$ cat src/rtl/lsu_mem_ctrl_pkg.sv
// Shared types for the load/store controller: FSM states, latched request and
// the packed memory-port payloads.
package lsu_mem_ctrl_pkg;

    localparam int unsigned ADDR_W = 32;
    localparam int unsigned DATA_W = 32;

    typedef enum logic [1:0] {
        IDLE = 2'd0,
        REQ  = 2'd1,
        WAIT = 2'd2,
        RESP = 2'd3
    } lsu_state_e;

    typedef struct packed {
        logic              wen;
        logic              byte_not_word;
        logic [ADDR_W-1:0] addr;
        logic [DATA_W-1:0] wdata;
    } lsu_req_s;

    typedef struct packed {
        logic              valid;
        logic              wen;
        logic              byte_not_word;
        logic [DATA_W-1:0] write_data;
        logic              yumi;
    } mem_in_s;

    typedef struct packed {
        logic              valid;
        logic [DATA_W-1:0] read_data;
        logic              yumi;
    } mem_out_s;

    localparam int unsigned MEM_IN_W  = $bits(mem_in_s);
    localparam int unsigned MEM_OUT_W = $bits(mem_out_s);

    // Word accesses must be 4-byte aligned; byte accesses never fault.
    function automatic logic lsu_misaligned(input lsu_req_s r);
        return !r.byte_not_word && (r.addr[1:0] != 2'b00);
    endfunction

endpackage

$ cat src/rtl/lsu_mem_ctrl_if.sv
// Core-side request/response and memory-port signals of the load/store controller.
interface lsu_mem_ctrl_if;
    import lsu_mem_ctrl_pkg::*;

    logic                 req_valid_i;
    logic                 req_wen_i;
    logic                 req_byte_i;
    logic [ADDR_W-1:0]    req_addr_i;
    logic [DATA_W-1:0]    req_wdata_i;
    logic                 stall_o;
    logic                 resp_valid_o;
    logic [DATA_W-1:0]    resp_data_o;
    logic                 resp_err_o;
    logic                 err_sticky_o;
    logic [MEM_IN_W-1:0]  mem_port_flat_o;
    logic [ADDR_W-1:0]    mem_addr_o;
    logic [MEM_OUT_W-1:0] mem_port_flat_i;

    modport slave (
        input  req_valid_i, req_wen_i, req_byte_i, req_addr_i, req_wdata_i,
        input  mem_port_flat_i,
        output stall_o, resp_valid_o, resp_data_o, resp_err_o, err_sticky_o,
        output mem_port_flat_o, mem_addr_o
    );

    modport master (
        output req_valid_i, req_wen_i, req_byte_i, req_addr_i, req_wdata_i,
        output mem_port_flat_i,
        input  stall_o, resp_valid_o, resp_data_o, resp_err_o, err_sticky_o,
        input  mem_port_flat_o, mem_addr_o
    );

endinterface

$ cat src/rtl/lsu_mem_ctrl_timeout_ctr.sv
// Transaction timeout counter: clears, counts stalled cycles, flags the last allowed one.
module lsu_timeout_ctr #(
    parameter int unsigned cnt_width_p = 5,
    parameter int unsigned timeout_p   = 16
) (
    input  logic clk,
    input  logic reset,
    input  logic i_clr,
    input  logic i_en,
    output logic o_hit_c
);

    logic [cnt_width_p-1:0] r_cnt;

    always_ff @(posedge clk) begin
        if (!reset || i_clr) begin
            r_cnt <= '0;
        end else if (i_en) begin
            r_cnt <= r_cnt + cnt_width_p'(1);
        end
    end

    assign o_hit_c = (r_cnt == cnt_width_p'(timeout_p - 1));

endmodule

$ cat src/rtl/lsu_mem_ctrl.sv
// Load/store controller: one core memory instruction at a time onto the
// valid/yumi data-memory port, with alignment check and timeout abort.
module lsu_mem_ctrl
    import lsu_mem_ctrl_pkg::*;
#(
    parameter int unsigned timeout_p   = 16,
    parameter int unsigned cnt_width_p = 5
) (
    input  logic          clk,
    input  logic          reset,
    lsu_mem_ctrl_if.slave bus
);

    lsu_state_e        r_state;
    lsu_state_e        w_state_nxt;
    lsu_req_s          r_req;
    logic [DATA_W-1:0] r_rdata;
    logic              r_err;
    logic              r_err_sticky;

    lsu_req_s w_new_req;
    mem_in_s  w_mem_in;
    mem_out_s w_mem_out;
    logic     w_accept;
    logic     w_misaligned;
    logic     w_advance;
    logic     w_abort;
    logic     w_capture;
    logic     w_hit;

    assign w_mem_out = mem_out_s'(bus.mem_port_flat_i);

    assign w_new_req.wen           = bus.req_wen_i;
    assign w_new_req.byte_not_word = bus.req_byte_i;
    assign w_new_req.addr          = bus.req_addr_i;
    assign w_new_req.wdata         = bus.req_wdata_i;
    assign w_misaligned            = lsu_misaligned(w_new_req);

    lsu_timeout_ctr #(
        .cnt_width_p (cnt_width_p),
        .timeout_p   (timeout_p)
    ) u_timeout (
        .clk     (clk),
        .reset   (reset),
        .i_clr   ((r_state == IDLE) || (r_state == RESP)),
        .i_en    (((r_state == REQ) || (r_state == WAIT)) && !w_advance),
        .o_hit_c (w_hit)
    );

    always_ff @(posedge clk) begin
        if (!reset) begin
            r_state <= IDLE;
        end else begin
            r_state <= w_state_nxt;
        end
    end

    // Next state and memory-port drive; an advance always beats the timeout.
    always_comb begin
        w_state_nxt            = r_state;
        w_accept               = 1'b0;
        w_advance              = 1'b0;
        w_abort                = 1'b0;
        w_capture              = 1'b0;
        w_mem_in.valid         = 1'b0;
        w_mem_in.wen           = r_req.wen;
        w_mem_in.byte_not_word = r_req.byte_not_word;
        w_mem_in.write_data    = r_req.wdata;
        w_mem_in.yumi          = 1'b0;

        case (r_state)
            IDLE: begin
                if (bus.req_valid_i) begin
                    w_accept    = 1'b1;
                    w_state_nxt = w_misaligned ? RESP : REQ;
                end
            end
            REQ: begin
                w_mem_in.valid = 1'b1;
                if (w_mem_out.yumi) begin
                    w_advance   = 1'b1;
                    w_state_nxt = WAIT;
                end else if (w_hit) begin
                    w_abort     = 1'b1;
                    w_state_nxt = RESP;
                end
            end
            WAIT: begin
                if (w_mem_out.valid) begin
                    w_mem_in.yumi = 1'b1;
                    w_capture     = 1'b1;
                    w_advance     = 1'b1;
                    w_state_nxt   = RESP;
                end else if (w_hit) begin
                    w_abort     = 1'b1;
                    w_state_nxt = RESP;
                end
            end
            RESP:    w_state_nxt = IDLE;
            default: w_state_nxt = IDLE;
        endcase
    end

    always_ff @(posedge clk) begin
        if (!reset) begin
            r_req        <= '0;
            r_rdata      <= '0;
            r_err        <= 1'b0;
            r_err_sticky <= 1'b0;
        end else begin
            if (w_accept) begin
                r_req   <= w_new_req;
                r_rdata <= '0;
                r_err   <= w_misaligned;
                if (w_misaligned) begin
                    r_err_sticky <= 1'b1;
                end
            end
            if (w_capture) begin
                r_rdata <= r_req.wen ? '0 : w_mem_out.read_data;
            end
            if (w_abort) begin
                r_rdata      <= '0;
                r_err        <= 1'b1;
                r_err_sticky <= 1'b1;
            end
        end
    end

    assign bus.stall_o         = bus.req_valid_i && (r_state != RESP);
    assign bus.resp_valid_o    = (r_state == RESP);
    assign bus.resp_data_o     = (r_state == RESP) ? r_rdata : '0;
    assign bus.resp_err_o      = (r_state == RESP) && r_err;
    assign bus.err_sticky_o    = r_err_sticky;
    assign bus.mem_port_flat_o = w_mem_in;
    assign bus.mem_addr_o      = r_req.addr;

endmodule

$ cat src/flat_wrapper.sv
// flat-port wrapper written by rule: the top's interface ports become plain ports
module lsu_mem_ctrl_flat import lsu_mem_ctrl_pkg::*;
#(
    parameter int unsigned timeout_p   = 16,
    parameter int unsigned cnt_width_p = 5
)
  (clk, reset, bus_req_valid_i, bus_req_wen_i, bus_req_byte_i, bus_req_addr_i, bus_req_wdata_i, bus_mem_port_flat_i, bus_stall_o, bus_resp_valid_o, bus_resp_data_o, bus_resp_err_o, bus_err_sticky_o, bus_mem_port_flat_o, bus_mem_addr_o);
  lsu_mem_ctrl_if bus_i ();
  input  logic clk;
  input  logic reset;
  input wire logic [$bits(bus_i.req_valid_i)-1:0] bus_req_valid_i;
  input wire logic [$bits(bus_i.req_wen_i)-1:0] bus_req_wen_i;
  input wire logic [$bits(bus_i.req_byte_i)-1:0] bus_req_byte_i;
  input wire logic [$bits(bus_i.req_addr_i)-1:0] bus_req_addr_i;
  input wire logic [$bits(bus_i.req_wdata_i)-1:0] bus_req_wdata_i;
  input wire logic [$bits(bus_i.mem_port_flat_i)-1:0] bus_mem_port_flat_i;
  output wire logic [$bits(bus_i.stall_o)-1:0] bus_stall_o;
  output wire logic [$bits(bus_i.resp_valid_o)-1:0] bus_resp_valid_o;
  output wire logic [$bits(bus_i.resp_data_o)-1:0] bus_resp_data_o;
  output wire logic [$bits(bus_i.resp_err_o)-1:0] bus_resp_err_o;
  output wire logic [$bits(bus_i.err_sticky_o)-1:0] bus_err_sticky_o;
  output wire logic [$bits(bus_i.mem_port_flat_o)-1:0] bus_mem_port_flat_o;
  output wire logic [$bits(bus_i.mem_addr_o)-1:0] bus_mem_addr_o;
  assign bus_i.req_valid_i = bus_req_valid_i;
  assign bus_i.req_wen_i = bus_req_wen_i;
  assign bus_i.req_byte_i = bus_req_byte_i;
  assign bus_i.req_addr_i = bus_req_addr_i;
  assign bus_i.req_wdata_i = bus_req_wdata_i;
  assign bus_i.mem_port_flat_i = bus_mem_port_flat_i;
  assign bus_stall_o = bus_i.stall_o;
  assign bus_resp_valid_o = bus_i.resp_valid_o;
  assign bus_resp_data_o = bus_i.resp_data_o;
  assign bus_resp_err_o = bus_i.resp_err_o;
  assign bus_err_sticky_o = bus_i.err_sticky_o;
  assign bus_mem_port_flat_o = bus_i.mem_port_flat_o;
  assign bus_mem_addr_o = bus_i.mem_addr_o;
  lsu_mem_ctrl #(.timeout_p(timeout_p), .cnt_width_p(cnt_width_p)) u_core (.clk(clk), .reset(reset), .bus(bus_i));
endmodule
$ cat config.mk
export PLATFORM = sky130hd
export DESIGN_NAME = lsu_mem_ctrl_flat
export DESIGN_NICKNAME = d
export VERILOG_FILES = /design/src/rtl/lsu_mem_ctrl_pkg.sv /design/src/rtl/lsu_mem_ctrl_if.sv /design/src/rtl/lsu_mem_ctrl_timeout_ctr.sv /design/src/rtl/lsu_mem_ctrl.sv /design/src/flat_wrapper.sv
export SDC_FILE = /design/constraint.sdc
export NUM_CORES = 1
export LEC_CHECK = 0
export CAP_MARGIN = 20
export CORE_ASPECT_RATIO = 1.4
export CORE_UTILIZATION = 25
export DETAILED_ROUTE_END_ITERATION = 8
export GPL_TIMING_DRIVEN = 0
export PLACE_DENSITY_LB_ADDON = 0.05
export SYNTH_ARGS = -nofsm -noshare
export SYNTH_HDL_FRONTEND = slang
export SYNTH_SLANG_ARGS = --single-unit
$ cat constraint.sdc
create_clock -name clk -period 2.1 [get_ports clk]
set_input_delay 0.42 -clock clk [delete_from_list [all_inputs] [get_ports clk]]
set_output_delay 0.42 -clock clk [all_outputs]
set_load 0.03 [all_outputs]
# After elaboration in Yosys (flattened, before gate mapping)
# Index checks and enable logic that the tools add are counted.
# op_classes
muxes,26
n_eq_ne,6
reduce_logical,17
bitwise,1
add_sub_neg,1
# ops
op,count
$mux W32,4
$mux W1,14
$mux W2,5
$pmux W2 S4,1
$reduce_bool A2 Y1,4
$add A5 B1 Y5 const B,1
$eq A5 B4 Y1 const B,1
$eq A2 B2 Y1 const B,2
$logic_and A1 B1 Y1,4
$ne A2 B2 Y1 const B,2
$pmux W1 S2,2
$logic_not A1 Y1,3
$logic_or A1 B1 Y1,3
$eq A2 B1 Y1 const B,1
$logic_not A2 Y1,1
$reduce_and A2 Y1,1
$reduce_or A2 Y1,1
$not A1 Y1,1
# word_totals
register_bits,107
elab_cells,60

# Longest topological paths before layout
# Gate-level depths: netlist of run 1.
# depth
depth_word,6
depth_mapped,8
ltp_nobuf,6

# Modules after synthesis
# Synthesis of run 1 repeated with hierarchy kept, for this count alone.
# unflattened
hier_cells,494
area_unflattened_um2,4357.9
# by_module_without_submodules
mod,cells_per_inst,n_inst,seq_area_each_um2,area_each_um2
lsu_mem_ctrl,470,1,2042.0,4119.0
lsu_timeout_ctr,24,1,100.1,239.0

# Worst setup path before layout of run 1
# No wires, ideal clock.
# synth_timing
kind,register -> output
start,register u_core.r_state[0]
end,output bus_resp_data_o[10]
path_stages_with_launch,4
setup_slack_ps,319
t_required_ps,1680
arrival_ps,1361
path_cell_list,dfxtp_1 ha_1 clkbuf_1 and2_1
# synth_between
elab_chain_cells,2
# synth_rtl
item,line_no,text
from (decl),lsu_mem_ctrl.sv:14,lsu_state_e r_state;
from (signal assigned),lsu_mem_ctrl.sv:54,r_state <= w_state_nxt;
$eq A2 B2 Y1,n/a,
named net bus_resp_valid_o,flat_wrapper.sv:18,output wire logic [$bits(bus_i.resp_valid_o)-1:0] bus_resp_valid_o;
$mux W32,lsu_mem_ctrl.sv:132,assign bus.resp_data_o = (r_state == RESP) ? r_rdata : '0;
to (decl),flat_wrapper.sv:19,output wire logic [$bits(bus_i.resp_data_o)-1:0] bus_resp_data_o;
# The timed path passes the listed nets, and every way through them passes these cells.

# Final worst setup path of run 1
# layout_timing
start,register u_core.r_state[1]
end,output bus_resp_data_o[27]
# layout_between
elab_chain_cells,2
# layout_rtl
item,line_no
$eq A2 B2 Y1,lsu_mem_ctrl.sv:132
$mux W32,lsu_mem_ctrl.sv:132
# No other way between the ends.

==> flow_summary.json, run 1 <==
{
  "synthFlopType": "sky130_fd_sc_hd__dfxtp_1",
  "total_leakage_power_nw": 2.662,
  "gp_routability_congestion": 0.6737,
  "max_stage_delay_ns": 0.41,
  "path_clk_slew_ns": 0.07,
  "core_area_mm2": 0.01792,
  "path_cells": "ha_4 -> clkbuf_4 -> and2_1 -> clkdlybuf4s15_2",
  "setup.worst_path.start_class": "flip-flop",
  "tritoncts_num_sinks": 107,
  "grt_remaining_overflow": 0,
  "route.final.wire_length_mm": 13.78,
  "report.final.setup_viol": 0,
  "mappedNetlistArea_mm2": 0.004584,
  "final_setup_margin_ns": 0.08519,
  "area_delta_synth_final_pct": 59.25,
  "synth_area_leader_cell": "sky130_fd_sc_hd__dfxtp_1",
  "synthesis.area_per_instance_um2": 9.187,
  "synth_top_area_frac": 0.4672,
  "crit_required_ns": 1.68,
  "floorplan.rows": 58,
  "pin_count": 207,
  "diodes": 0,
  "post-route-period-util": 0.9594,
  "maxSlewViolCount": 0,
  "ys_async_rst_share": 0,
  "maximum_number_of_pins_on_one_net_before_global_route_repair": 17,
  "arrival_ns": 1.59,
  "most_common_cell_in_the_synthesized_netlist": "sky130_fd_sc_hd__nand2_1",
  "timing.max_cap.violations": 0,
  "yosys-top-cells-count": "138 x sky130_fd_sc_hd__nand2_1, 107 x sky130_fd_sc_hd__dfxtp_1, 56 x sky130_fd_sc_hd__a21boi_0",
  "run_status": "complete, no violations",
  "netlist-cell-type-count": 35,
  "rr_startpoint": "u_core.r_state[1]",
  "synth_edf_count": 0,
  "timing_endpoint_of_the_critical_path": "bus_resp_data_o[27]",
  "cts_root_buffer": "sky130_fd_sc_hd__clkbuf_16",
  "fmax_ghz": 0.4963,
  "worst_pin_slew_ns": 0.4887,
  "synth.ff_latch_count": 107,
  "post_dr_wirelength_cell_um": 14.36,
  "floorplan.die_area_mm2": 0.01889,
  "critical_path_class": "reg2out",
  "number_of_nets_at_the_end_of_the_flow": 826,
  "ff2ff_path_depth": 7,
  "cts-root-to-sink-buffers": 2,
  "rsz0062_at_grt": "no",
  "drive_above_1_share": 0.1542,
  "crit_slowest_cell": "sky130_fd_sc_hd__dfxtp_2",
  "grt_pass1_wl_mm": 21.38,
  "cts_tree": "done",
  "die-width_um": 116.4,
  "post_layout_nonfiller_instances": 960,
  "inserted_clock_buffers": 9,
  "finalWorstPathRequiredPeriod_ns": 2.015,
  "detail_route.vias_per_cell": 4.366,
  "netlist_instances": 499,
  "clk-insertion-delay-late_ns": 0.34,
  "postCtsSetupRepairBufs": 0,
  "timing.max_slew.rel_slack": 0.6742,
  "rr_endpoint": "u_core.bus.mem_addr_o[19]",
  "synth_nets": 609,
  "worst_hold_startpoint": "u_core.bus.mem_addr_o[26]",
  "hold_worst_slack_ns": 0.4538,
  "grt_pass1_vias": 4153,
  "remaining_drc_errors": 0,
  "groute.usage.overall": 0.1474,
  "ir_worst_vdd_uv": 432.6,
  "cts-resized-gates": 101,
  "initial_core_util": 0.2558,
  "post-place-ws_ns": -0.3379,
  "initial_antenna_violation_count": 1,
  "worstPathMaxFanout": 10,
  "synth-seq-area-share": 0.4672,
  "power.density_mw_per_mm2": 912.0,
  "cts.hold.buffers_added": 0,
  "drt_first_pass_iters": 5,
  "h-tree-depth": 3,
  "regToRegSetupSlack_ns": 0.35,
  "die_y_um": 162.2,
  "hold_vio_cnt_final": 0,
  "synth.area.top_cells": "sky130_fd_sc_hd__dfxtp_1 47%, sky130_fd_sc_hd__nand2_1 11%, sky130_fd_sc_hd__a21boi_0 9.2%",
  "drt.antenna.violating_nets": 0,
  "synth-warning-count": 0,
  "dpl.hpwl_mm": 10.66,
  "num_vias": 4191,
  "fillCellCount": 1843,
  "worst_setup_path_startpoint": "u_core.r_state[1]",
  "place.detailed.instances": 945,
  "hold_path_class": "reg2reg",
  "critical_path.endpoint_type": "output port",
  "dr.first_iter.drc_count": 113,
  "port-buffer-count": 206,
  "finalClockSkew_ns": 0.003932
}
[placed cells by master (no fill, tap or decap), drive strengths merged]
cell / instances
inv: 5
or2: 1
a22o: 1
clkdlybuf4s50: 169
clkinv: 2
clkdlybuf4s18: 1
nor3b: 32
o2111ai: 2
dfxtp: 107
and3b: 1
nand4: 1
bufinv: 2
clkbuf: 33
nand2: 138
and2: 35
nor2: 3
a211oi: 2
dlygate4sd2: 4
dlymetal6s2s: 1
o41ai: 1
clkdlybuf4s15: 23
xnor2: 1
a22oi: 34
nor2b: 4
nand2b: 1
a21boi: 66
o21ai: 2
o22a: 1
or3: 2
o211ai: 1
a21oi: 3
ha: 7
nor3: 1
and3: 1
nand3: 5
buf: 26
o211a: 1
[through the flow]
stage | TNS, ns | util | total power, mW | area (um^2)
after CTS | -0.02109 | 0.4084 | 6.774 | 7321
after global placement | -8.712 | 0.3875 | 4.819 | 6947
after detailed placement | -9.032 | 0.3875 | 4.851 | 6947
after floorplan | 0 | - | 3.859 | 4584
final | 0 | 0.4073 | 6.659 | 7301
after global routing | 0 | 0.4073 | 7.079 | 7301
[layout make-up]
type,count,area (um^2),share of cell area
buffer,40,239.0,0.03273
timing repair buffer,206,2051,0.2809
multi-input combinational,347,2218,0.3039
inverter,5,18.77,0.002571
tap,240,300.3,0.04113
sequential,107,2147,0.2941
clock inverter,4,73.82,0.01011
clock buffer,11,252.7,0.03462
[routing by layer]
layer  share of wire  track usage
met2            0.51       0.2606
met4           0.011      0.04196
met1            0.39       0.1603
met3           0.096      0.05672
met5               0            0
[flip-flops by register name, summed over array words and instances (netlist names)]
signal,flops
u_core.bus.mem_addr_o,32
u_core.r_state,2
u_core.r_rdata,32
u_core.bus.mem_port_flat_o,34
u_core.bus.err_sticky_o,1
u_core.u_timeout.r_cnt,5
u_core.r_err,1
[worst min path at each step]
stage	endpoint	slack [ns]	depth (start not counted)
finish	u_core.bus.mem_addr_o[26]	0.45	2
global route	u_core.bus.mem_addr_o[26]	0.47	2
CTS	u_core.bus.mem_addr_o[26]	0.46	2
detailed placement	u_core.bus.mem_addr_o[26]	0.45	2
global placement	u_core.bus.mem_addr_o[27]	0.44	2
floorplan	u_core.r_err	0.45	2
[where the power goes]
group / switching (mW) / leakage, nW / internal, mW / total (mW)
Combinational: 1.35 / 1.63 / 0.960 / 2.31
Clock: 0.765 / 0.162 / 1.10 / 1.87
Sequential: 0.163 / 0.874 / 2.32 / 2.48
[critical path: cells and delay by family, from the launching register on]
kind          cells  cell delay, ns
simple gates      1            0.14
flops             1            0.41
fa+ha+maj         1            0.20
buf+inv           2            0.50
[cells by family (layout without fill, tap and decap cells)]
kind of cell,count (synthesis),in the layout,share of synthesized area
AOI/OAI and AO/OA,114,114,0.1870
DFF,107,107,0.4672
and+or+nand+nor,225,225,0.2705
buffers and inverters,45,266,0.05431
xor gates and xnor gates,1,1,0.001911
adders and majority gates,7,7,0.01910
No activity file was read; power rests on OpenSTA's default activity.
==> run 2: changes to the inputs <==
--- a/config.mk
+++ b/config.mk
@@ -11,6 +11,7 @@
 export DETAILED_ROUTE_END_ITERATION = 8
 export GPL_TIMING_DRIVEN = 0
 export PLACE_DENSITY_LB_ADDON = 0.05
+export SETUP_SLACK_MARGIN = 0.4
 export SYNTH_ARGS = -nofsm -noshare
 export SYNTH_HDL_FRONTEND = slang
 export SYNTH_SLANG_ARGS = --single-unit
==> flow_summary.json, run 2 (synthesis gave the netlist of run 1 again) <==
{
  "initial_antenna_violation_count": 0,
  "maximum_number_of_pins_on_one_net_before_global_route_repair": 18,
  "report.final.setup_viol": 0,
  "cts.hold.buffers_added": 0,
  "die_y_um": 162.2,
  "core_area_mm2": 0.01792,
  "gp_routability_congestion": 0.6897,
  "maxSlewViolCount": 0,
  "worst_hold_startpoint": "u_core.bus.mem_port_flat_o[11]",
  "dpl.hpwl_mm": 10.72,
  "path_clk_slew_ns": 0.07,
  "post-route-period-util": 0.8712,
  "route.final.wire_length_mm": 14.04,
  "fmax_ghz": 0.5466,
  "number_of_nets_at_the_end_of_the_flow": 835,
  "drt.antenna.violating_nets": 0,
  "hold_path_depth": 2,
  "arrival_ns": 1.41,
  "num_vias": 4231,
  "area_delta_synth_final_pct": 62.83,
  "intPower_mw": 4.335,
  "finalClockSkew_ns": 0.006324,
  "worst_pin_slew_ns": 0.4895,
  "netSwitchingFraction": 0.3501,
  "cts-root-to-sink-buffers": 2,
  "remaining_drc_errors": 0,
  "floorplan.rows": 58,
  "pwr-share-seq": 0.371,
  "finalWorstPathRequiredPeriod_ns": 1.829,
  "drt_first_pass_iters": 4,
  "final_common_cell": "sky130_fd_sc_hd__nand2_1",
  "most_used_cells_in_the_layout_excluding_fill_and_tap_cells": "138 x sky130_fd_sc_hd__nand2_1, 105 x sky130_fd_sc_hd__dfxtp_1, 100 x sky130_fd_sc_hd__clkdlybuf4s50_1, 69 x sky130_fd_sc_hd__dlygate4sd2_1, 54 x sky130_fd_sc_hd__a21boi_0",
  "detail_route.vias_per_cell": 4.362,
  "run_status": "complete, no violations",
  "clk-insertion-delay-late_ns": 0.35,
  "cts_tree": "done",
  "rr_endpoint": "u_core.r_rdata[28]",
  "setup.worst_path.start_class": "flip-flop",
  "inserted_clock_buffers": 9,
  "grt_pass1_wl_mm": 22.26,
  "report.power.total_mw": 6.670,
  "comb_power_share": 0.355,
  "rr_startpoint": "u_core.r_state[0]",
  "rsz0062_at_grt": "yes",
  "largest_register_ff_count": 34,
  "power.density_mw_per_mm2": 893.5,
  "ir_worst_vdd_uv": 349.1,
  "port-buffer-count": 206,
  "critical_path_class": "reg2out",
  "diodes": 0,
  "crit_required_ns": 1.68,
  "cts_root_buffer": "sky130_fd_sc_hd__clkbuf_16",
  "drive_above_1_share": 0.2192,
  "die-width_um": 116.4,
  "groute.usage.overall": 0.1532,
  "hold_worst_slack_ns": 0.4493,
  "hold_path_class": "reg2reg",
  "total_leakage_power_nw": 3.102,
  "hold_end": "u_core.bus.mem_port_flat_o[11]",
  "worstPathMaxFanout": 10,
  "timing.max_slew.rel_slack": 0.6737,
  "h-tree-depth": 3,
  "dr.first_iter.drc_count": 121,
  "p_clk_frac": 0.273,
  "pin_count": 207,
  "grt_remaining_overflow": 0,
  "floorplan.die_area_mm2": 0.01889,
  "grt_pass1_vias": 4410,
  "power.net_switching_mw": 2.335,
  "tritoncts_num_sinks": 107,
  "post_dr_wirelength_cell_um": 14.47,
  "critical_path.endpoint_type": "output port",
  "fin_tns_setup_ns": 0,
  "hold_vio_cnt_final": 0,
  "timing.max_cap.violations": 0,
  "ff2ff_path_depth": 8,
  "initial_core_util": 0.2558,
  "regToRegSetupSlack_ns": 0.47
}
[run 2: changes by cell type in the layout (fill, tap and decap cells not counted), moves of 3 or more]
cell,before,now
sky130_fd_sc_hd__buf_2,14,7
sky130_fd_sc_hd__clkinvlp_4,0,3
sky130_fd_sc_hd__buf_6,6,40
sky130_fd_sc_hd__clkdlybuf4s50_1,169,100
sky130_fd_sc_hd__buf_4,6,20
sky130_fd_sc_hd__and2_1,35,13
sky130_fd_sc_hd__buf_8,0,4
sky130_fd_sc_hd__dlygate4sd2_1,4,69
sky130_fd_sc_hd__clkbuf_1,13,5
sky130_fd_sc_hd__clkdlybuf4s15_2,23,0
sky130_fd_sc_hd__and2_4,0,22
[run 2: how the worst max path moves through the flow]
stage | startpoint | end | slack (ns) | cells past startpoint
after floorplan | u_core.r_state[0] | bus_resp_data_o[10] | 0.43 | 3
after global placement | bus_mem_port_flat_i[33] | bus_mem_port_flat_o[0] | -0.31 | 4
after detailed placement | bus_mem_port_flat_i[33] | bus_mem_port_flat_o[0] | -0.30 | 4
after CTS | u_core.r_state[1] | bus_resp_data_o[0] | 0.24 | 4
after global routing | u_core.r_state[1] | bus_resp_data_o[15] | 0.21 | 4
final | u_core.r_state[1] | bus_resp_data_o[15] | 0.27 | 4
[run 2: stage by stage]
step / setup slack (ns) / std cells / area, um^2 / utilization
final: 0.2706 / 970 / 7465 / 0.4164
after global routing: 0.2084 / 970 / 7465 / 0.4164
after CTS: 0.2352 / 967 / 7315 / 0.4081
after detailed placement: -0.3047 / 945 / 6949 / 0.3877
after global placement: -0.3096 / 945 / 6949 / 0.3877
after floorplan: 0.4297 / 499 / 4587 / -
[run 2: timing repair]
action                                  4_1_cts  5_1_grt
pin swaps                                    14       11
buffers inserted                              4        2
endpoints found under the setup margin      183      116
cloned                                        2        1
resized for setup                           350       51
[run 2: per-layer routing]
layer	vias to the layer above	GRT usage	part of all wire
li1	2131	-	-
met1	1952	0.1584	0.38
met2	134	0.2805	0.52
met3	14	0.04851	0.082
met4	0	0.06002	0.018
met5	-	0	0
[run 2: final cells by class]
class	instances	area (um^2)
Fill cell	1894	10460
Timing Repair Buffer	215	2064
Clock inverter	7	92.59
Buffer	40	310.3
Sequential cell	107	2150
Inverter	5	18.77
Tap cell	240	300.3
Clock buffer	9	225.2
Multi-Input combinational cell	347	2303
[run 2: worst max-delay path, cell delays in order, from the launching register on]
cell                      delay (ns)
sky130_fd_sc_hd__dfxtp_4        0.39
sky130_fd_sc_hd__ha_4           0.25
sky130_fd_sc_hd__buf_8          0.14
sky130_fd_sc_hd__and2_1         0.12
sky130_fd_sc_hd__buf_4          0.15
[run 2: power by group through the flow]
stage          Sequential [mW]  Combinational, mW  Clock (mW)
4_1_cts                   2.48               2.30        1.89
5_1_grt                   2.51               2.61        1.96
6_report                  2.48               2.37        1.82
3_3_place_gp              2.50               2.32           0
3_5_place_dp              2.51               2.34           0
2_1_floorplan             2.93              0.933           0
==> run 3: changes to the inputs <==
==> constraint.sdc (replaced) <==
create_clock -name clk -period 2.1 [get_ports clk]
set_input_delay 0.315 -clock clk [delete_from_list [all_inputs] [get_ports clk]]
set_output_delay 0.315 -clock clk [all_outputs]
set_load 0.03 [all_outputs]
==> flow_summary.json, run 3 (synthesis gave the netlist of run 1 again) <==
{
  "critical_path.endpoint_type": "output port",
  "multi_input_area_mm2": 0.002333,
  "post-route-period-util": 0.8204,
  "maxSlewViolCount": 0,
  "drive_above_1_share": 0.2011,
  "total_leakage_power_nw": 3.394,
  "port-buffer-count": 206,
  "setup.worst_path.start_class": "flip-flop",
  "clk-insertion-delay-late_ns": 0.35,
  "cts_tree": "done",
  "timing.max_slew.rel_slack": 0.6683,
  "groute.usage.overall": 0.1478,
  "fillCellCount": 1829,
  "pin_count": 207,
  "hold_path_class": "reg2reg",
  "largest_register_ff_count": 34,
  "grt_remaining_overflow": 0,
  "path_clk_slew_ns": 0.07,
  "num_vias": 4210,
  "drt_first_pass_iters": 5,
  "finalClockSkew_ns": 0.005925,
  "ir_worst_vdd_uv": 422.8,
  "remaining_drc_errors": 0,
  "h-tree-depth": 3,
  "area_delta_synth_final_pct": 62.47,
  "grt_pass1_vias": 4131,
  "gp_routability_congestion": 0.6737,
  "inserted_clock_buffers": 9,
  "power.density_mw_per_mm2": 896.9,
  "drt.antenna.violating_nets": 0,
  "hold_vio_cnt_final": 0,
  "sequential_cell_area_mm2": 0.002150,
  "run_status": "complete, no violations",
  "critical_path_class": "reg2out",
  "detail_route.vias_per_cell": 4.381,
  "post_dr_wirelength_cell_um": 14.49,
  "route.final.wire_length_mm": 13.93,
  "timing.max_cap.violations": 0,
  "number_of_nets_at_the_end_of_the_flow": 827,
  "core_area_mm2": 0.01792,
  "floorplan.rows": 58,
  "most_used_cells_in_the_layout_excluding_fill_and_tap_cells": "138 x sky130_fd_sc_hd__nand2_1, 105 x sky130_fd_sc_hd__dfxtp_1, 102 x sky130_fd_sc_hd__clkdlybuf4s50_1, 56 x sky130_fd_sc_hd__a21boi_0, 38 x sky130_fd_sc_hd__dlygate4sd2_1",
  "post_layout_nonfiller_instances": 961,
  "dpl.hpwl_mm": 10.66,
  "arrival_ns": 1.41,
  "finalWorstPathRequiredPeriod_ns": 1.723,
  "tritoncts_num_sinks": 107,
  "final_common_cell": "sky130_fd_sc_hd__nand2_1",
  "diodes": 0,
  "dr.first_iter.drc_count": 111,
  "report.final.setup_viol": 0,
  "crit_required_ns": 1.78,
  "cts_root_buffer": "sky130_fd_sc_hd__clkbuf_16",
  "floorplan.die_area_mm2": 0.01889,
  "grt_pass1_wl_mm": 21.40,
  "worst_pin_slew_ns": 0.4976,
  "rsz0062_at_grt": "yes",
  "maximum_number_of_pins_on_one_net_before_global_route_repair": 17,
  "hold_worst_slack_ns": 0.4506,
  "worstPathMaxFanout": 5,
  "initial_core_util": 0.2558,
  "place.detailed.instances": 945,
  "die-width_um": 116.4,
  "initial_antenna_violation_count": 1,
  "cts-root-to-sink-buffers": 2,
  "fmax_ghz": 0.5805,
  "die_y_um": 162.2
}
==> run 3: repair_timing <==
item	4_1_cts	5_1_grt
hold buffers	0	0
setup buffers	0	1
gates resized for setup	262	97
pin swaps	0	2
endpoints found under the setup margin	147	157
gates cloned	0	0
==> run 3: cell type report <==
cell class / count / share of cell area
buffer: 40 / 0.03864
clock buffer: 11 / 0.03393
clock inverter: 4 / 0.009911
inverter: 5 / 0.002520
multi-input combinational: 347 / 0.3133
sequential: 107 / 0.2886
tap: 240 / 0.04032
timing repair buffer: 207 / 0.2728
==> run 3: path summary, 6_finish.rpt <==
path | start | to | slack, ns | depth (start not counted)
max | u_core.r_state[0] | bus_mem_port_flat_o[0] | 0.38 | 5
min | u_core.bus.mem_addr_o[26] | u_core.bus.mem_addr_o[26] | 0.45 | 2
max reg2reg | u_core.r_state[0] | u_core.r_rdata[29] | 0.41 | 8
min reg2reg | u_core.bus.mem_addr_o[26] | u_core.bus.mem_addr_o[26] | 0.45 | 2
==> run 3: where the power goes <==
part / internal, mW / switching (mW)
Combinational: 0.933 / 1.40
Sequential: 2.32 / 0.159
Clock: 1.10 / 0.766
==> run 3: worst max-delay path: stages, from the launching register on <==
cell,delay [ns]
sky130_fd_sc_hd__dfxtp_4,0.39
sky130_fd_sc_hd__inv_2,0.07
sky130_fd_sc_hd__ha_4,0.17
sky130_fd_sc_hd__and2_4,0.16
sky130_fd_sc_hd__buf_4,0.12
sky130_fd_sc_hd__buf_4,0.16
==> run 3: through the flow <==
step / cell area, um^2 / TNS, ns / utilization / total power [mW] / worst slack [ns]
2_1_floorplan: 4584 / 0 / - / 3.859 / 0.4239
3_3_place_gp: 6947 / -5.142 / 0.3875 / 4.819 / -0.2250
3_5_place_dp: 6947 / -5.462 / 0.3875 / 4.851 / -0.2326
4_1_cts: 7196 / 0 / 0.4014 / 6.718 / 0.3201
5_1_grt: 7448 / 0 / 0.4155 / 7.110 / 0.3189
6_report: 7448 / 0 / 0.4155 / 6.681 / 0.3772
==> run 3: layer usage <==
metal,share of wire,wire [um],vias to the layer above,GRT usage
met5,0,0,-,0
met3,0.092,1279,12,0.05634
li1,-,-,2106,-
met4,0.012,170,0,0.04196
met1,0.39,5378,1961,0.1612
met2,0.51,7100,131,0.2612
==> RTL edit 1: new RTL, flow settings as in run 2 <==
Encoding of `lsu_state_e`: now one-hot (4 bits for 4 states).
--- a/src/rtl/lsu_mem_ctrl_pkg.sv
+++ b/src/rtl/lsu_mem_ctrl_pkg.sv
@@ -5,11 +5,11 @@
     localparam int unsigned ADDR_W = 32;
     localparam int unsigned DATA_W = 32;
 
-    typedef enum logic [1:0] {
-        IDLE = 2'd0,
-        REQ  = 2'd1,
-        WAIT = 2'd2,
-        RESP = 2'd3
+    typedef enum logic [3:0] {
+        IDLE = 4'b0001,
+        REQ  = 4'b0010,
+        WAIT = 4'b0100,
+        RESP = 4'b1000
     } lsu_state_e;
 
     typedef struct packed {
Behaviour: no difference found for any inputs over 10 cycles, from zero or initial values and one cycle with reset low; not proved beyond that.
==> RTL edit 1 against run 2 <==
- the flow now finishes with violations (setup timing)
- setup slack lost 340 ps
- sequential cell count up 2
- critical endpoint is now bus_resp_data_o[30]
- wire length grew 0.51%
- final area rose by 6.4%
- area after synthesis decreased by 6.0%
- global-route usage is 0.27 points lower
- die area down 5.9%
- cell count fell by 1.6%
- sequential share of layout area down 1.2 points
Power is not compared: it rests on default switching activity, and its combinational part moved more than twofold at a synthesized area within 25%.
==> RTL edit 1: results (changes against run 2) <==
----------------------------------------------------
[GRT]
  Total routing usage reported by global routing ... 15.0% (was 15.3%)
  Vias in the first global route ... 4387 (was 4410)

[Status]
  Violations in the final reports ... setup timing
  Status ... finished, violations left (was finished clean)

[Synth]
  Leading post-synthesis cells by cell area ... sky130_fd_sc_hd__dfxtp_1 51%, sky130_fd_sc_hd__nand2_1 12%, sky130_fd_sc_hd__a21boi_0 10% (was sky130_fd_sc_hd__dfxtp_1 47%, sky130_fd_sc_hd__nand2_1 11%, sky130_fd_sc_hd__a21boi_0 9.2%)
  Share of synthesized area occupied by flip-flops and latches ... 50.6% (was 46.7%)
  Synth Net Count ... 603 (was 609)
  Number of library cell types mapped by synthesis ... 34 (was 35)
  Most numerous cell types in the synthesized netlist ... 136 x sky130_fd_sc_hd__nand2_1, 109 x sky130_fd_sc_hd__dfxtp_1, 60 x sky130_fd_sc_hd__a21boi_0, 43 x sky130_fd_sc_hd__nor2_1, 35 x sky130_fd_sc_hd__and2_1 (was 138 x sky130_fd_sc_hd__nand2_1, 107 x sky130_fd_sc_hd__dfxtp_1, 56 x sky130_fd_sc_hd__a21boi_0, 35 x sky130_fd_sc_hd__and2_1, 33 x sky130_fd_sc_hd__a22oi_1)

[Timing]
  Slew margin rel. ... 68.1% (was 67.4%)
  Setup violators final ... 19 (was 0)
  Accumulated negative setup slack ... -1030 ps (was 0 ps)
  Worst-case setup margin in the final layout ... -72.7 ps (was 271 ps)

[Cells and area]
  Number of non-filler instances in the completed layout ... 954 (was 970)
  Count of non-CTS inverters in the layout ... 1 (was 5)
  Total number of multi-input combinational cells ... 351 (was 347)
  Number of nets at the end of the flow ... 852 (was 835)
  Post-route cell area ... 7950 sq um (was 7460 sq um)
  Clock tree cell share of total cell area ... 3.67% (was 4.26%)
  Multi-input gate share of the layout cell area ... 30.7% (was 30.9%)
  Number of inserted filler cells in the final layout ... 1667 (was 1894)
  Non-clock buffer area fraction after layout ... 34.9% (was 31.8%)
  Share of layout cells above drive strength 1 ... 32.5% (was 21.9%)
  Non-clk bufs ... 275 (was 255)

[Pwr]
  Tot Pwr ... 5.06 mW

[Place]
  Final HPWL from detailed placement ... 9.84 mm (was 10.7 mm)
  Worst setup timing slack at the placement stage ... -693 ps (was -305 ps)
  # placed instances ... 907 (was 945)

[Route]
  Initial detailed-routing violation count ... 100 (was 121)
  Routed vias/inst ... 4.53 (was 4.36)

[Clocking]
  Gates resized, CTS repair ... 366 (was 350)
  Post-CTS setup buffer count ... 10 (was 4)

[Worst setup path]
  Maximum fanout along the worst path ... 6 (was 10)

----------------------------------------------------
-- RTL edit 1: cell count changes in the layout (fill, tap and decap cells not counted), moves of 31 or more --
cell and delta:
sky130_fd_sc_hd__nand2_1 -44, sky130_fd_sc_hd__a22oi_1 -31, sky130_fd_sc_hd__a21boi_0 -35, sky130_fd_sc_hd__nor2_1 +38, sky130_fd_sc_hd__nand2_2 +32
-- RTL edit 1: path summary, 6_finish.rpt --
check                                  endpoint  slack (ps)  depth (start not counted)
hold / removal    u_core.bus.mem_port_flat_o[5]         450                          2
hold reg to reg   u_core.bus.mem_port_flat_o[5]         450                          2
setup / recovery            bus_resp_data_o[30]         -70                          7
setup reg to reg                   u_core.r_err         350                          9
-- RTL edit 1: worst max-delay path: stages (launching register included) --
cell	delay (ps)
sky130_fd_sc_hd__dfxtp_2	320
sky130_fd_sc_hd__buf_6	120
sky130_fd_sc_hd__nor4b_4	300
sky130_fd_sc_hd__buf_6	180
sky130_fd_sc_hd__buf_6	120
sky130_fd_sc_hd__buf_8	100
sky130_fd_sc_hd__and2_2	140
sky130_fd_sc_hd__buf_6	120
-- RTL edit 1: cell families (layout without fill, tap and decap cells) --
logic type | Yosys count | after routing | synth area share, %
flops | 109 | 109 | 50.6
fa+ha+maj | 2 | 2 | 0.580
simple gates | 231 | 231 | 24.5
compound gates | 112 | 112 | 19.1
xor+xnor | 4 | 4 | 0.813
mux | 2 | 2 | 0.493
buf+inv | 38 | 291 | 3.89
-- RTL edit 1: per-layer routing --
layer	vias to the layer above	track usage, %	share of wire (%)
met1	2014	15.2	37
met5	-	0	0
li1	2149	-	-
met4	0	6.77	2.4
met3	22	3.66	5.7
met2	135	29.0	54
==> RTL edit 2: new RTL, config.mk and constraints of run 2 <==
Without the edit above. `cnt_width_p` is set to 5 in 3 places; all go to 10.
--- a/src/rtl/lsu_mem_ctrl_timeout_ctr.sv
+++ b/src/rtl/lsu_mem_ctrl_timeout_ctr.sv
@@ -1,6 +1,6 @@
 // Transaction timeout counter: clears, counts stalled cycles, flags the last allowed one.
 module lsu_timeout_ctr #(
-    parameter int unsigned cnt_width_p = 5,
+    parameter int unsigned cnt_width_p = 10,
     parameter int unsigned timeout_p   = 16
 ) (
     input  logic clk,
--- a/src/rtl/lsu_mem_ctrl.sv
+++ b/src/rtl/lsu_mem_ctrl.sv
@@ -4,7 +4,7 @@
     import lsu_mem_ctrl_pkg::*;
 #(
     parameter int unsigned timeout_p   = 16,
-    parameter int unsigned cnt_width_p = 5
+    parameter int unsigned cnt_width_p = 10
 ) (
     input  logic          clk,
     input  logic          reset,
--- a/src/flat_wrapper.sv
+++ b/src/flat_wrapper.sv
@@ -2,7 +2,7 @@
 module lsu_mem_ctrl_flat import lsu_mem_ctrl_pkg::*;
 #(
     parameter int unsigned timeout_p   = 16,
-    parameter int unsigned cnt_width_p = 5
+    parameter int unsigned cnt_width_p = 10
 )
   (clk, reset, bus_req_valid_i, bus_req_wen_i, bus_req_byte_i, bus_req_addr_i, bus_req_wdata_i, bus_mem_port_flat_i, bus_stall_o, bus_resp_valid_o, bus_resp_data_o, bus_resp_err_o, bus_err_sticky_o, bus_mem_port_flat_o, bus_mem_addr_o);
   lsu_mem_ctrl_if bus_i ();
Check against the original RTL: same outputs for any inputs over 10 cycles, from zero or initial values and one cycle with reset low; that may be too few to reach the edited logic, so the function may still have changed.
==> RTL edit 2 against run 2 <==
- final area is 1.1% higher
- area after synthesis decreased by 2.0%
- sequential cell count grew 5
- power up 11%
- cell count up 3.1%
- wire length is 3.5% higher
- sequential power rose by 6%
- setup slack barely moved
- largest power group is now combinational logic
==> RTL edit 2: results (changes against run 2) <==
----------------------------------------------------
[GRT]
  Antenna violations before repair ... 1 (was 0)
  Maximum number of pins on one net before global-route repair ... 19 (was 18)
  Global-route met1 utilization ... 17.2% (was 15.8%)
  Wire length of the first global-routing pass ... 22.4 mm (was 22.3 mm)
  Global Route met2 Usage ... 29.0% (was 28.1%)
  GR met3 Demand/Resource ... 2.83% (was 4.85%)

[Synth]
  Synth Net Count ... 634 (was 609)
  Fraction of the mapped netlist area in compound gates ... 19.5% (was 18.7%)
  Number of library cell types mapped by synthesis ... 33 (was 35)
  Fraction of the mapped netlist area in adder cells ... 1.67% (was 1.91%)
  Number of instances in the synthesized netlist ... 525 (was 499)

[Place]
  Worst setup timing slack at the placement stage ... -351 ps (was -305 ps)
  # placed instances ... 967 (was 945)
  Instance area after placement ... 6860 sq um (was 6950 sq um)
  Global placement routability congestion ... 0.736 (was 0.690)

[Timing]
  Slew margin rel. ... 68.2% (was 67.4%)
  Worst Skew ... 9.55 ps (was 6.32 ps)
  Tcrit/Tclk final ... 87.1% (about the same)
  Worst hold margin ... 456 ps (was 449 ps)

[Route]
  Met2 layer wire length in the routed design ... 7.68 mm (was 7.36 mm)
  Met3 WL post-DR ... 723 microns (was 1.15 mm)
  Total vias in the final route ... 4383 (was 4231)
  Avg WL per Cell ... 14.5 microns (about the same)
  Wire length on met1 ... 5.77 mm (was 5.28 mm)

[Pwr]
  Worst vdd rail ir drop ... 0.415 mV (was 0.349 mV)
  Leakage component of the power ... 3.17 nW (was 3.10 nW)

[Worst setup path]
  FF-to-FF End ... u_core.u_timeout.r_cnt[9] (was u_core.r_rdata[28])
  Maximum fanout along the worst path ... 6 (was 10)
  Termination of the worst setup path ... bus_resp_data_o[16] (was bus_resp_data_o[15])
  Reg2reg path depth ... 6 (was 8)
  R2R setup slack ... 340 ps (was 470 ps)

[Cells and area]
  Number of non-filler instances in the completed layout ... 1000 (was 970)
  Post-route cell area ... 7550 sq um (was 7460 sq um)
  Number of nets at the end of the flow ... 867 (was 835)

[Worst hold path]
  Worst Hold Launch ... u_core.bus.mem_addr_o[25] (was u_core.bus.mem_port_flat_o[11])
  Worst hold path endpoint ... u_core.bus.mem_addr_o[25] (was u_core.bus.mem_port_flat_o[11])

[Clocking]
  Post-CTS setup buffer count ... 10 (was 4)

[Status]
  Status ... finished clean (unchanged)

----------------------------------------------------
## RTL edit 2: changes by cell type in the layout (fill, tap and decap cells not counted), moves of 9 or more
cell | before | now
sky130_fd_sc_hd__nor2_1 | 3 | 41
sky130_fd_sc_hd__nor3b_2 | 30 | 0
sky130_fd_sc_hd__a21boi_1 | 12 | 1
sky130_fd_sc_hd__buf_4 | 20 | 29
sky130_fd_sc_hd__and2_4 | 22 | 13
sky130_fd_sc_hd__a21boi_0 | 54 | 65
sky130_fd_sc_hd__and2_1 | 13 | 25
## RTL edit 2: final cells by class
type | instances | area, sq um
clock inverter | 6 | 67.6
buffer | 38 | 313
timing repair buffer | 222 | 2150
inverter | 3 | 13.8
sequential | 112 | 2250
clock buffer | 10 | 239
fill | 1813 | 9930
tap | 236 | 295
antenna | 1 | 2.50
multi-input combinational | 372 | 2210
## RTL edit 2: power breakdown
part | switching, mW | leakage (nW) | internal, mW
registers | 0.173 | 0.915 | 2.45
clock network | 0.810 | 0.145 | 0.963
logic | 1.81 | 2.11 | 1.22
